$ cat config.mk
export PLATFORM = sky130hd
export DESIGN_NAME = bmp_pixel_pack
export DESIGN_NICKNAME = d
export VERILOG_FILES = /design/src/rtl/bmp_pixel_pack.sv
export SDC_FILE = /design/constraint.sdc
export NUM_CORES = 1
export LEC_CHECK = 0
export CORE_ASPECT_RATIO = 0.75
export CORE_MARGIN = 3
export CORE_UTILIZATION = 40
export DETAILED_ROUTE_END_ITERATION = 8
export DONT_BUFFER_PORTS = 1
export SLEW_MARGIN = 15
export SYNTH_ARGS = -nofsm -noshare
export SYNTH_HDL_FRONTEND = slang
export SYNTH_SLANG_ARGS = --single-unit
$ cat constraint.sdc
create_clock -name clk -period 5.7 [get_ports clk]
set_clock_uncertainty 0.1 [all_clocks]
set_input_delay 1.14 -clock clk [delete_from_list [all_inputs] [get_ports clk]]
set_output_delay 1.14 -clock clk [all_outputs]
set_load 0.01 [all_outputs]
$ cat src/rtl/bmp_pixel_pack.sv
// rtl/bmp_pixel_pack.sv - strips BMP header/row padding and packs B,G,R bytes into {R,G,B,00} words
module bmp_pixel_pack #(
    parameter int HEADER_BYTES = 54
) (
    input  logic        clk,
    input  logic        rst_n,
    input  logic        frame_start,
    input  logic [15:0] bmp_width,
    input  logic [15:0] bmp_height,
    input  logic        byte_valid,
    input  logic [7:0]  byte_data,
    output logic        byte_ready,
    output logic        write_req,
    input  logic        write_req_ack,
    output logic        write_en,
    output logic [31:0] write_data,
    output logic        busy,
    output logic        frame_done
);

    typedef enum logic [2:0] {IDLE, REQ, HEADER, PIXEL, PAD, DONE} state_t;

    state_t      state;
    logic [15:0] width;
    logic [15:0] col;
    logic [15:0] hdr_cnt;
    logic [1:0]  pad;
    logic [1:0]  pad_cnt;
    logic [1:0]  phase;
    logic [31:0] total;
    logic [31:0] total_px;
    logic [7:0]  b_byte;
    logic [7:0]  g_byte;
    logic        take;
    logic        size_zero;

    assign take      = byte_valid & byte_ready;
    assign size_zero = (bmp_width == 16'd0) || (bmp_height == 16'd0);

    always_ff @(posedge clk or negedge rst_n) begin
        if (!rst_n) begin
            state      <= IDLE;
            width      <= 16'd0;
            col        <= 16'd0;
            hdr_cnt    <= 16'd0;
            pad        <= 2'd0;
            pad_cnt    <= 2'd0;
            phase      <= 2'd0;
            total      <= 32'd0;
            total_px   <= 32'd0;
            b_byte     <= 8'd0;
            g_byte     <= 8'd0;
            byte_ready <= 1'b0;
            write_req  <= 1'b0;
            write_en   <= 1'b0;
            write_data <= 32'd0;
            busy       <= 1'b0;
            frame_done <= 1'b0;
        end else begin
            write_en <= 1'b0;
            if (frame_start) begin
                // A new start always wins, including mid-frame: partial pixel is dropped.
                width      <= bmp_width;
                pad        <= bmp_width[1:0];
                total_px   <= bmp_width * bmp_height;
                col        <= 16'd0;
                hdr_cnt    <= 16'd0;
                pad_cnt    <= 2'd0;
                phase      <= 2'd0;
                total      <= 32'd0;
                byte_ready <= 1'b0;
                if (size_zero) begin
                    state      <= DONE;
                    write_req  <= 1'b0;
                    busy       <= 1'b0;
                    frame_done <= 1'b1;
                end else begin
                    state      <= REQ;
                    write_req  <= 1'b1;
                    busy       <= 1'b1;
                    frame_done <= 1'b0;
                end
            end else begin
                case (state)
                    IDLE: ;
                    REQ: begin
                        if (write_req_ack) begin
                            write_req  <= 1'b0;
                            byte_ready <= 1'b1;
                            state      <= HEADER;
                        end
                    end
                    HEADER: begin
                        if (take) begin
                            if (hdr_cnt == 16'(HEADER_BYTES - 1)) begin
                                hdr_cnt <= 16'd0;
                                state   <= PIXEL;
                            end else begin
                                hdr_cnt <= hdr_cnt + 16'd1;
                            end
                        end
                    end
                    PIXEL: begin
                        if (take) begin
                            case (phase)
                                2'd0: begin
                                    b_byte <= byte_data;
                                    phase  <= 2'd1;
                                end
                                2'd1: begin
                                    g_byte <= byte_data;
                                    phase  <= 2'd2;
                                end
                                default: begin
                                    phase      <= 2'd0;
                                    write_en   <= 1'b1;
                                    write_data <= {byte_data, g_byte, b_byte, 8'h00};
                                    total      <= total + 32'd1;
                                    // Final row padding is never read; the reader stops at the last pixel.
                                    if (total + 32'd1 == total_px) begin
                                        byte_ready <= 1'b0;
                                        state      <= DONE;
                                    end else if (col == width - 16'd1) begin
                                        col <= 16'd0;
                                        if (pad != 2'd0) state <= PAD;
                                    end else begin
                                        col <= col + 16'd1;
                                    end
                                end
                            endcase
                        end
                    end
                    PAD: begin
                        if (take) begin
                            if (pad_cnt == pad - 2'd1) begin
                                pad_cnt <= 2'd0;
                                state   <= PIXEL;
                            end else begin
                                pad_cnt <= pad_cnt + 2'd1;
                            end
                        end
                    end
                    DONE: begin
                        // Entered with frame_done low after the last word, high for a zero-size frame.
                        if (!frame_done) begin
                            frame_done <= 1'b1;
                            busy       <= 1'b0;
                        end else begin
                            frame_done <= 1'b0;
                            state      <= IDLE;
                        end
                    end
                    default: state <= IDLE;
                endcase
            end
        end
    end

endmodule

After elaboration in Yosys (flattened, before gate mapping). Cells that the tools add are included.

Add/subtract/negate cells: 6. Reduce and logical (&&, ||, !) cells: 27. Eq/ne operators: 25. Multipliers: 1. Muxes and demuxes: 57. Bitwise gates (word level): 3.

Operators with widths (number): $mux 16 (10); $mux 32 (4); $mux 3 (13); $add 16x1->16 const B (2); $add 32x1->32 const B (1); $eq 32x32->1 (1); $logic_not 16->1 (2); $mul 16x16->32 (1); $ne 3x3->1 const B (9); $mux 1 (20); $pmux 3 s6 (1); $eq 16x16->1 (1); $eq 16x6->1 const B (1); $reduce_and 4->1 (4); $reduce_bool 2->1 (8); $sub 16x1->16 const B (1); $mux 2 (7); $reduce_and 11->1 (1); $reduce_and 2->1 (5); $ne 4x4->1 const B (2); $eq 3x2->1 const B (2); $eq 3x3->1 const B (2); $ne 2x2->1 const B (3); $reduce_and 5->1 (1); other kinds (16) (17).

Register bits: 166. Input bits: 45.

Depth between registers and ports, before layout. Gate-level depths: netlist of run 1.

Word-level depth: 8. Mapped depth: 24. Depth with buffers taken out: 22.

Worst setup path after synthesis of run 1. No wires, ideal clock.

Kind: input to register. Start point: in bmp_height[7]. End point: reg total_px[25]. Path buffers: 2. Data arrival time: 6903 ps. Stages on the path: 24. Library setup time: 125 ps. Path slack: -1428 ps. Cells stage by stage: clkbuf_1 -> clkbuf_1 -> nand2_1 -> fa_1 -> inv_1 -> fa_1 -> inv_1 -> fa_1 -> inv_1 -> fa_1 -> fa_1 -> inv_1 -> fa_1 -> inv_1 -> ha_1 -> nand2_1 -> a211oi_1 -> a2111oi_0 -> a21oi_1 -> a21o_1 -> a31o_2 -> a21oi_1 -> xnor2_1 -> mux2_2.

Cells in the longest elaborated chain, start to end: 1.

Ends and longest elaborated chain: from (decl) (RTL line 9) `input logic [15:0] bmp_height,`; $mul 16x16->32 (RTL line 65) `total_px <= bmp_width * bmp_height;`; to (signal assigned) (RTL line 65); to (decl) (RTL line 31) `logic [31:0] total_px;`.

Every way passes these cells. A chain may end at the register's enable or synchronous reset.

Worst setup path after layout of run 1.
Start point: in bmp_width[7]. End point: reg total_px[28].

Cells in the longest elaborated chain, start to end: 1.

Ends and longest elaborated chain: from (decl) (RTL line 8) `input logic [15:0] bmp_width,`; $mul 16x16->32 (RTL line 65).

Every way passes these cells.

==> metrics.cfg, run 1 <==
[final_layout]
antenna_cells=0
layout_commonest_cell=inv_1
finalInstanceArea_mm2=0.0194
layout.nets=2232
fin_cells=2466
syn2layout_area_growth_pct=11.9
most-common-layout-cells=inv_1, nand2_1, fa_1, dfrtp_1, and2_1
post_route_cells_drive_above_1_share=0.148

[clock_network]
root_buffer=clkbuf_16
hold_buffers=0
path_clk_slew_ns=0.08
h-tree-depth=4
cts_buffers=17
cts_num_sinks=164
cts_tree=yes
clock_path_buffers=2
clk_latency_ns=0.45

[setup_path]
worstPathMaxFanout=18
end_kind=register
startpoint_type=primary input
arrival_ns=6.41
r2r_slack_ns=1.43
crit_type=primary input to register
required_ns=5.93
r2r-start=total[3]
rr_worst_depth=10
worstReg2RegEnd=col[0]

[yosys]
synth_seq_area_share=0.236
mappedNetlistArea_mm2=0.0174
synth_seq_cells=164
syn_inst=1869
synth-edff-count=0
synth_cell_types=73
ys_async_sr_fraction=1.00
synth_top_flop_cell=dfrtp_1
syn_avg_cell_area_um2=9.30
yosys_warnings=0

[floorplan]
die_w_um=247
pin_count=82
dieArea_mm2=0.0460
die_height_um=187
core_area_mm2=0.0425
row_count=65
start_util=0.409

[placed_design]
place.gp.congestion=0.854
dp_hpwl_um=32500
pre_cts_slack_ns=-1.03
dp_cells=2425
port_buffers=0
place_area_mm2=0.0184

[detailed_routing]
drt-initial-drc-count=747
drc=0
wl_um=43300
vias_per_cell=5.36
wl_per_cell_um=17.5
dr.pass1.iters=7
num_vias=13200
antenna_left=0

[timing]
fmax_mhz=162
post-route-period-util=1.08
layout_setup_ws_ns=-0.475
worst-slew-pin-transition_ns=1.00
setup_violations=13
relSlewSlack=0.326
hold_viol=0
rsz0062_at_grt=true
min_period_ns=6.17
slew_violations=0

[grt]
grt_first_pass_wirelength_um=73300
grt_start_max_net_pins=165
antenna_found_initial=0
track_usage=0.196
first_global_vias=14000
overflow=0

[power]
power_density_mw_per_mm2=676
p_leak_nw=9.09
irDropWorstVdd_mv=0.740

[job]
maxCapViolCount=0

[outcome]
status=finished with violations
violations=negative setup slack

[hold_path]
hp-class=primary input to async pin

==> area by class of cell <==
| type | instances | area [um^2] |
|---|---|---|
| clock buffer | 17 | 425 |
| clock inverter | 15 | 206 |
| fill | 4067 | 23000 |
| inverter | 249 | 935 |
| multi-input combinational | 1375 | 12500 |
| sequential | 164 | 4100 |
| tap | 569 | 712 |
| timing repair buffer | 77 | 597 |
==> worst max-delay path, stage by stage <==
cell       delay (ns)
and2_4           0.14
fa_1             0.54
inv_2            0.04
fa_1             0.50
fa_2             0.44
fa_1             0.51
inv_2            0.04
fa_1             0.47
inv_1            0.05
fa_1             0.49
inv_2            0.05
ha_4             0.25
a21oi_4          0.16
o21ai_2          0.09
o21a_1           0.20
o31a_1           0.33
o2111ai_1        0.19
nand3b_1         0.11
a21o_1           0.22
xor2_1           0.16
mux2_4           0.26
==> repair_timing <==
action                     4_1_cts  5_1_grt
setup buffers                    2        7
hold endpoints to repair         0        0
resized for setup               21       46
setup endpoints to repair       14       18
pin swaps                       32       40
==> layer usage <==
| layer | up-vias | track usage | routed length (um) |
|---|---|---|---|
| met3 | 36 | 0.0372 | 2260 |
| met5 | - | 0 | 0 |
| met1 | 6760 | 0.284 | 20700 |
| met2 | 259 | 0.309 | 19800 |
| li1 | 6153 | - | - |
| met4 | 0 | 0.0327 | 511 |
==> registers in the layout, summed over array words and instances (netlist names), 2 cells and up <==
register and flops:
width 16, b_byte 8, pad_cnt 2, write_data 24, g_byte 8, phase 2
state 3, col 16, total 32, total_px 32, hdr_cnt 16
==> power by group <==
part	total (mW)	internal, mW	switching [mW]
combinational	10.4	5.33	5.06
clock	1.22	0.640	0.579
sequential	1.54	1.37	0.174
total	13.1	7.34	5.81
==> cells by family (layout without fill, tap and decap cells) <==
logic type	Yosys count	in the layout	synth area share
compound gates	242	242	0.0899
xor+xnor	109	109	0.0549
fa+ha+maj	303	303	0.302
buf+inv	337	358	0.0765
flops	164	164	0.236
mux	89	89	0.0568
other cells	1	8	0.000216
simple gates	624	624	0.184
==> worst max-delay path by stage <==
stage                       start           end
floorplan            bmp_width[8]  total_px[28]
global placement    bmp_height[4]  total_px[29]
detailed placement  bmp_height[4]  total_px[29]
CTS                 bmp_height[5]  total_px[28]
global route        bmp_height[5]  total_px[31]
finish               bmp_width[7]  total_px[28]
==> cell usage after synthesis, types with 23 or more instances <==
cell type | count | area [um^2]
xnor2_1 | 67 | 587
inv_1 | 249 | 935
nor3_1 | 32 | 160
and2_1 | 125 | 782
dfrtp_1 | 164 | 4100
xor2_1 | 42 | 368
nand3_1 | 43 | 215
a21o_1 | 27 | 203
ha_1 | 109 | 1360
fa_1 | 194 | 3880
mux2_2 | 77 | 867
o21ai_0 | 66 | 330
a21oi_1 | 55 | 275
clkbuf_1 | 70 | 263
nand2b_1 | 23 | 144
nand2_1 | 208 | 781
nor2_1 | 71 | 267
==> per-stage QoR <==
| step | hold WS, ns | TNS, ns | power (mW) | util |
|---|---|---|---|---|
| finish | 0.300 | -4.17 | 13.1 | 0.458 |
| global route | 0.276 | -6.69 | 14.5 | 0.458 |
| CTS | 0.275 | -3.81 | 12.4 | 0.452 |
| detailed placement | 0.389 | -12.97 | 10.5 | 0.434 |
| global placement | 0.378 | -12.27 | 10.3 | 0.434 |
| floorplan | 0.359 | -8.37 | 7.69 | - |
(Power assumes the default switching activity.)
==> run 2: changes to the inputs <==
==> constraint.sdc (replaced) <==
create_clock -name clk -period 5.7 [get_ports clk]
set_clock_uncertainty 0.1 [all_clocks]
set_input_delay 0.855 -clock clk [delete_from_list [all_inputs] [get_ports clk]]
set_output_delay 0.855 -clock clk [all_outputs]
set_load 0.01 [all_outputs]
==> run 2 against run 1 <==
  * The flow still finishes with violations (negative setup slack)
  * Count of clock-buffer cells in the layout unchanged
  * Critical path type unchanged
  * Critical path depth is the same
  * First-iteration DRC count up 17%
  * Routed wire length shrank 0.82%
  * Worst hold slack got worse by 0.26 ns
  * Largest power group unchanged
  * Clock power about the same
  * Power shrank 7.2%
  * Highest routed layer unchanged
==> metrics.cfg, run 2 (synthesized netlist as in run 1, its figures left out) <==
[detailed_routing]
antenna_left=0  ; unchanged
drc=0  ; unchanged
wl_um=42900  ; -0.82%
num_vias=13200  ; -0.28%
wl_per_cell_um=17.4  ; -0.70%
dr.pass1.iters=6  ; -1
vias_per_cell=5.35  ; -0.16%
drt-initial-drc-count=874  ; +17%

[timing]
slew_violations=0  ; unchanged
hold_viol=0  ; unchanged
rsz0062_at_grt=true
fmax_mhz=170  ; +4.9%
layout_setup_ws_ns=-0.188  ; +0.287 ns
post-route-period-util=1.03  ; -0.0503
setup_violations=8  ; -5
hold_slack_ns=0.0360  ; -0.264 ns
min_period_ns=5.89  ; -0.287 ns
relSlewSlack=0.388  ; +0.0612
worst-slew-pin-transition_ns=0.916  ; -0.0856 ns

[final_layout]
layout_commonest_cell=inv_1
post_route_cells_drive_above_1_share=0.133  ; -0.0156
antenna_cells=0  ; unchanged
most-common-layout-cells=inv_1, nand2_1, fa_1, dfrtp_1, and2_1
layout.nets=2229  ; -0.13%
fin_cells=2463  ; -0.12%
largest_registers=total x32, total_px x32, write_data x24
syn2layout_area_growth_pct=10.8
finalInstanceArea_mm2=0.0192  ; -0.98%

[placed_design]
place_area_mm2=0.0184  ; about the same
dp_cells=2424  ; -0.041%
pre_cts_slack_ns=-0.788  ; +0.238 ns
port_buffers=0  ; unchanged
dp_hpwl_um=32300  ; -0.71%
place.gp.congestion=0.840  ; -1.7%

[power]
clkPwrFrac=0.100  ; +0.007
comb_power_share=0.774  ; -0.016
p_int_mw=6.89  ; -6.0%
switching_share=0.435  ; -0.00684
net-switching-power_mw=5.31  ; -8.6%
power.share.sequential=0.126  ; +0.009
irDropWorstVdd_mv=0.891  ; +20%
power_density_mw_per_mm2=634  ; -6.2%
p_leak_nw=9.04  ; -0.52%

[clock_network]
root_buffer=clkbuf_16
cts_buffers=17  ; unchanged
cts_num_sinks=164  ; unchanged
clock_path_buffers=2  ; unchanged
cts_tree=yes
clk_latency_ns=0.45  ; about the same
h-tree-depth=4  ; unchanged
path_clk_slew_ns=0.07  ; about the same

[floorplan]
row_count=65  ; unchanged
start_util=0.409  ; unchanged
die_w_um=247  ; unchanged
die_height_um=187  ; unchanged
core_area_mm2=0.0425  ; unchanged
dieArea_mm2=0.0460  ; unchanged
pin_count=82  ; unchanged

[outcome]
violations=negative setup slack
status=finished with violations

[grt]
track_usage=0.195  ; -0.000961
antenna_found_initial=0  ; unchanged
overflow=0  ; unchanged
first_global_vias=13900  ; -0.63%
grt_first_pass_wirelength_um=72800  ; -0.78%
grt_start_max_net_pins=158  ; -4.2%

[setup_path]
required_ns=5.92  ; about the same
end_kind=register
startpoint_type=primary input
arrival_ns=6.11  ; -0.30 ns
worstPathMaxFanout=17  ; -1
crit_type=primary input to register

[job]
maxCapViolCount=0  ; unchanged

[hold_path]
hp-class=primary input to async pin

## run 2: per-stage QoR
step / utilization / power [mW] / setup TNS (ns)
finish: 0.453 / 12.2 / -0.990
global route: 0.453 / 13.5 / -2.26
CTS: 0.451 / 11.9 / -0.744
detailed placement: 0.434 / 10.3 / -7.83
global placement: 0.434 / 10.2 / -6.92
floorplan: - / 7.66 / -3.87
## run 2: power groups by stage
stage / Combinational (mW) / Sequential (mW) / Clock, mW
2_1_floorplan: 6.18 / 1.49 / 0
3_3_place_gp: 8.64 / 1.56 / 0
3_5_place_dp: 8.78 / 1.56 / 0
4_1_cts: 9.16 / 1.54 / 1.25
5_1_grt: 10.7 / 1.56 / 1.30
6_report: 9.45 / 1.54 / 1.22
## run 2: path summary, 6_finish.rpt
path / start / end / slack (ns) / cells past startpoint
setup / recovery: bmp_height[4] / total_px[28] / -0.19 / 21
hold / removal: rst_n / total[3] / 0.04 / 0
setup reg to reg: total[3] / col[2] / 1.24 / 10
hold reg to reg: hdr_cnt[4] / hdr_cnt[4] / 0.40 / 1
max in group asynchronous: rst_n / total_px[5] / 3.91 / 1
min in group clk: hdr_cnt[4] / hdr_cnt[4] / 0.40 / 1
## run 2: area by class of cell
type / count / area, um^2
clock buffer: 17 / 425
multi-input combinational: 1375 / 12300
sequential: 164 / 4100
clock inverter: 15 / 211
timing repair buffer: 74 / 567
tap: 569 / 712
inverter: 249 / 935
fill: 4094 / 23200
## run 2: metal layers
metal  vias up  global-route usage  wire length (um)
met2       284               0.309             19700
met4         0              0.0388               540
met3        44              0.0362              2380
met5         -                   0                 0
li1       6143                   -                 -
met1      6700               0.280             20300
## run 2: worst max-delay path, cell delays in order
cell and delay, ns:
and2_4 0.14, fa_1 0.54, inv_2 0.04, fa_1 0.56, fa_1 0.44, fa_1 0.49, inv_1 0.05, fa_1 0.48
inv_1 0.06, fa_1 0.49, inv_2 0.05, ha_4 0.25, a21oi_4 0.16, o21ai_2 0.08, o21a_1 0.20, o31a_1 0.33
o2111ai_2 0.19, nand3b_1 0.10, a21o_1 0.20, xor2_1 0.15, mux2_4 0.26
## run 2: repair_timing
action                                  in CTS  in global routing
gates resized for setup                     12                 18
setup buffers                                2                  5
hold endpoints to repair                     8                 12
endpoints found under the setup margin       9                 14
pin swaps                                   11                 19
hold buffers                                 1                  2
==> run 3: changes to the inputs <==
==> constraint.sdc (replaced) <==
create_clock -name clk -period 5.3 [get_ports clk]
set_clock_uncertainty 0.1 [all_clocks]
set_input_delay 0.795 -clock clk [delete_from_list [all_inputs] [get_ports clk]]
set_output_delay 0.795 -clock clk [all_outputs]
set_load 0.01 [all_outputs]
==> run 3 against run 2 <==
  * The flow still finishes with violations (negative setup slack)
  * Core utilization is 0.24 points higher
  * Sequential cell count stayed put
  * Routed wire length is 0.13% higher
  * Register-to-register slack worse by 0.35 ns
  * Cell count hardly changed
  * Clock power is 6% higher
  * Highest routed layer unchanged
  * Largest cell class unchanged
  * Non-clock buffer count is 1 lower
  * Worst hold slack better by 0.21 ns
==> metrics.cfg, run 3 (synthesized netlist as in run 1, its figures left out) <==
[power]
power.share.sequential=0.121  ; -0.005
net-switching-power_mw=6.01  ; +13%
p_leak_nw=9.04  ; about the same
power_density_mw_per_mm2=708  ; +12%
p_int_mw=7.69  ; +12%
switching_share=0.439  ; +0.00334
comb_power_share=0.785  ; +0.011
clkPwrFrac=0.094  ; -0.006
irDropWorstVdd_mv=0.918  ; +3.0%

[final_layout]
num-fill-cells=4074  ; -0.49%
multi_input_area_mm2=0.0124  ; +0.88%
layout.nets=2228  ; -0.045%
finalInstanceArea_mm2=0.0194  ; +0.53%
post_route_cells_drive_above_1_share=0.142  ; +0.00958
largest_registers=total x32, total_px x32, write_data x24
syn2layout_area_growth_pct=11.3
antenna_cells=0  ; unchanged
final_core_util=0.456  ; +0.00239
layout_commonest_cell=inv_1
regArea_mm2=0.00410  ; unchanged
most-common-layout-cells=inv_1, nand2_1, fa_1, dfrtp_1, and2_1

[timing]
min_period_ns=5.87
rsz0062_at_grt=true
relSlewSlack=0.412  ; +0.0248
worst-slew-pin-transition_ns=0.873  ; -0.0422 ns
fmax_mhz=170
layout_setup_ws_ns=-0.566  ; -0.378 ns
slew_violations=0  ; unchanged
setup_violations=17  ; +9
hold_viol=0  ; unchanged
post-route-period-util=1.11

[clock_network]
h-tree-depth=4  ; unchanged
path_clk_slew_ns=0.08  ; about the same
root_buffer=clkbuf_16
cts_tree=yes
cts_buffers=17  ; unchanged
cts_num_sinks=164  ; unchanged
clock_path_buffers=2  ; unchanged
clk_latency_ns=0.45  ; about the same

[detailed_routing]
wl_um=43000  ; +0.13%
vias_per_cell=5.36  ; +0.20%
drt-initial-drc-count=869  ; -0.57%
dr.pass1.iters=4  ; -2
num_vias=13200  ; +0.16%
drc=0  ; unchanged
antenna_left=0  ; unchanged
wl_per_cell_um=17.5  ; +0.17%

[placed_design]
place_area_mm2=0.0184  ; about the same
place.gp.congestion=0.853  ; +1.5%
port_buffers=0  ; unchanged
dp_hpwl_um=32400  ; +0.33%

[grt]
use_met3=0.0362  ; unchanged
grt_start_max_net_pins=165  ; +4.4%
first_global_vias=14100  ; +1.4%
grtUsageMet2=0.306  ; -0.00236
overflow=0  ; unchanged
track_usage=0.196  ; +0.000905
gr-usage-met1=0.283  ; +0.00366
grt_first_pass_wirelength_um=73100  ; +0.47%
busiest_layer=met2
antenna_found_initial=0  ; unchanged

[floorplan]
die_height_um=187  ; unchanged
pin_count=82  ; unchanged
core_area_mm2=0.0425  ; unchanged
start_util=0.409  ; unchanged
row_count=65  ; unchanged
die_w_um=247  ; unchanged
dieArea_mm2=0.0460  ; unchanged

[job]
maxCapViolCount=0  ; unchanged

[setup_path]
worstPathMaxFanout=17  ; unchanged
crit_type=primary input to register
end_kind=register
required_ns=5.53  ; -0.39 ns
arrival_ns=6.09  ; -0.02 ns
startpoint_type=primary input

[hold_path]
hp-class=primary input to async pin

[outcome]
violations=negative setup slack
status=finished with violations

[run 3: through the flow]
step	total power, mW	setup TNS (ns)	setup slack (ns)	std cells	hold WS [ns]
finish	13.7	-4.62	-0.566	2462	0.247
global route	15.1	-7.40	-0.712	2462	0.302
CTS	13.2	-3.92	-0.502	2460	0.293
detailed placement	11.2	-13.95	-1.06	2425	0.386
global placement	11.1	-13.45	-1.02	2425	0.378
floorplan	8.27	-9.36	-0.826	1876	0.359
[run 3: cell type report]
type / count / area share
repair buffers: 73 / 0.0303
clock buffers: 17 / 0.0220
inverters: 249 / 0.0483
flip-flops and latches: 164 / 0.212
clock inverters: 15 / 0.00957
multi-input cells: 1375 / 0.641
well taps: 569 / 0.0368
[run 3: final timing paths]
kind / startpoint / end / slack [ns] / cells after the start
max: bmp_height[4] / total_px[25] / -0.57 / 21
min: rst_n / total_px[1] / 0.25 / 1
max reg2reg: total[3] / col[2] / 0.89 / 10
min reg2reg: g_byte[4] / write_data[20] / 0.40 / 1
max in group asynchronous: rst_n / frame_done / 4.20 / 1
min in group clk: frame_start / phase[0] / 0.33 / 1
[run 3: critical path: stages]
cell and delay [ns]:
and2_1 0.15, fa_1 0.54, inv_2 0.04, fa_1 0.54, fa_1 0.42, fa_1 0.51
inv_2 0.04, fa_1 0.48, inv_1 0.05, fa_1 0.49, inv_2 0.05, ha_4 0.25
a21oi_4 0.17, o21ai_2 0.09, a22oi_1 0.39, a21oi_2 0.13, a21o_1 0.22, a31o_2 0.26
a21oi_2 0.14, xnor2_1 0.07, mux2_4 0.25
[run 3: routing by layer]
| metal | vias up | routed length (um) |
|---|---|---|
| met4 | 0 | 575 |
| met3 | 50 | 2120 |
| met2 | 265 | 19500 |
| li1 | 6136 | - |
| met1 | 6741 | 20700 |
| met5 | - | 0 |
[run 3: power by group through the flow]
stage / logic [mW] / registers [mW] / clock network [mW]
detailed placement: 9.55 / 1.68 / 0
floorplan: 6.67 / 1.60 / 0
CTS: 10.2 / 1.66 / 1.32
global placement: 9.38 / 1.67 / 0
global route: 12.1 / 1.68 / 1.38
finish: 10.8 / 1.66 / 1.29
[run 3: what timing repair did]
action	4_1_cts	5_1_grt
gates cloned	0	0
pin swaps	19	17
hold endpoints to repair	164	0
resized for setup	22	30
setup buffers	3	2
hold buffers	1	0
endpoints found under the setup margin	15	18
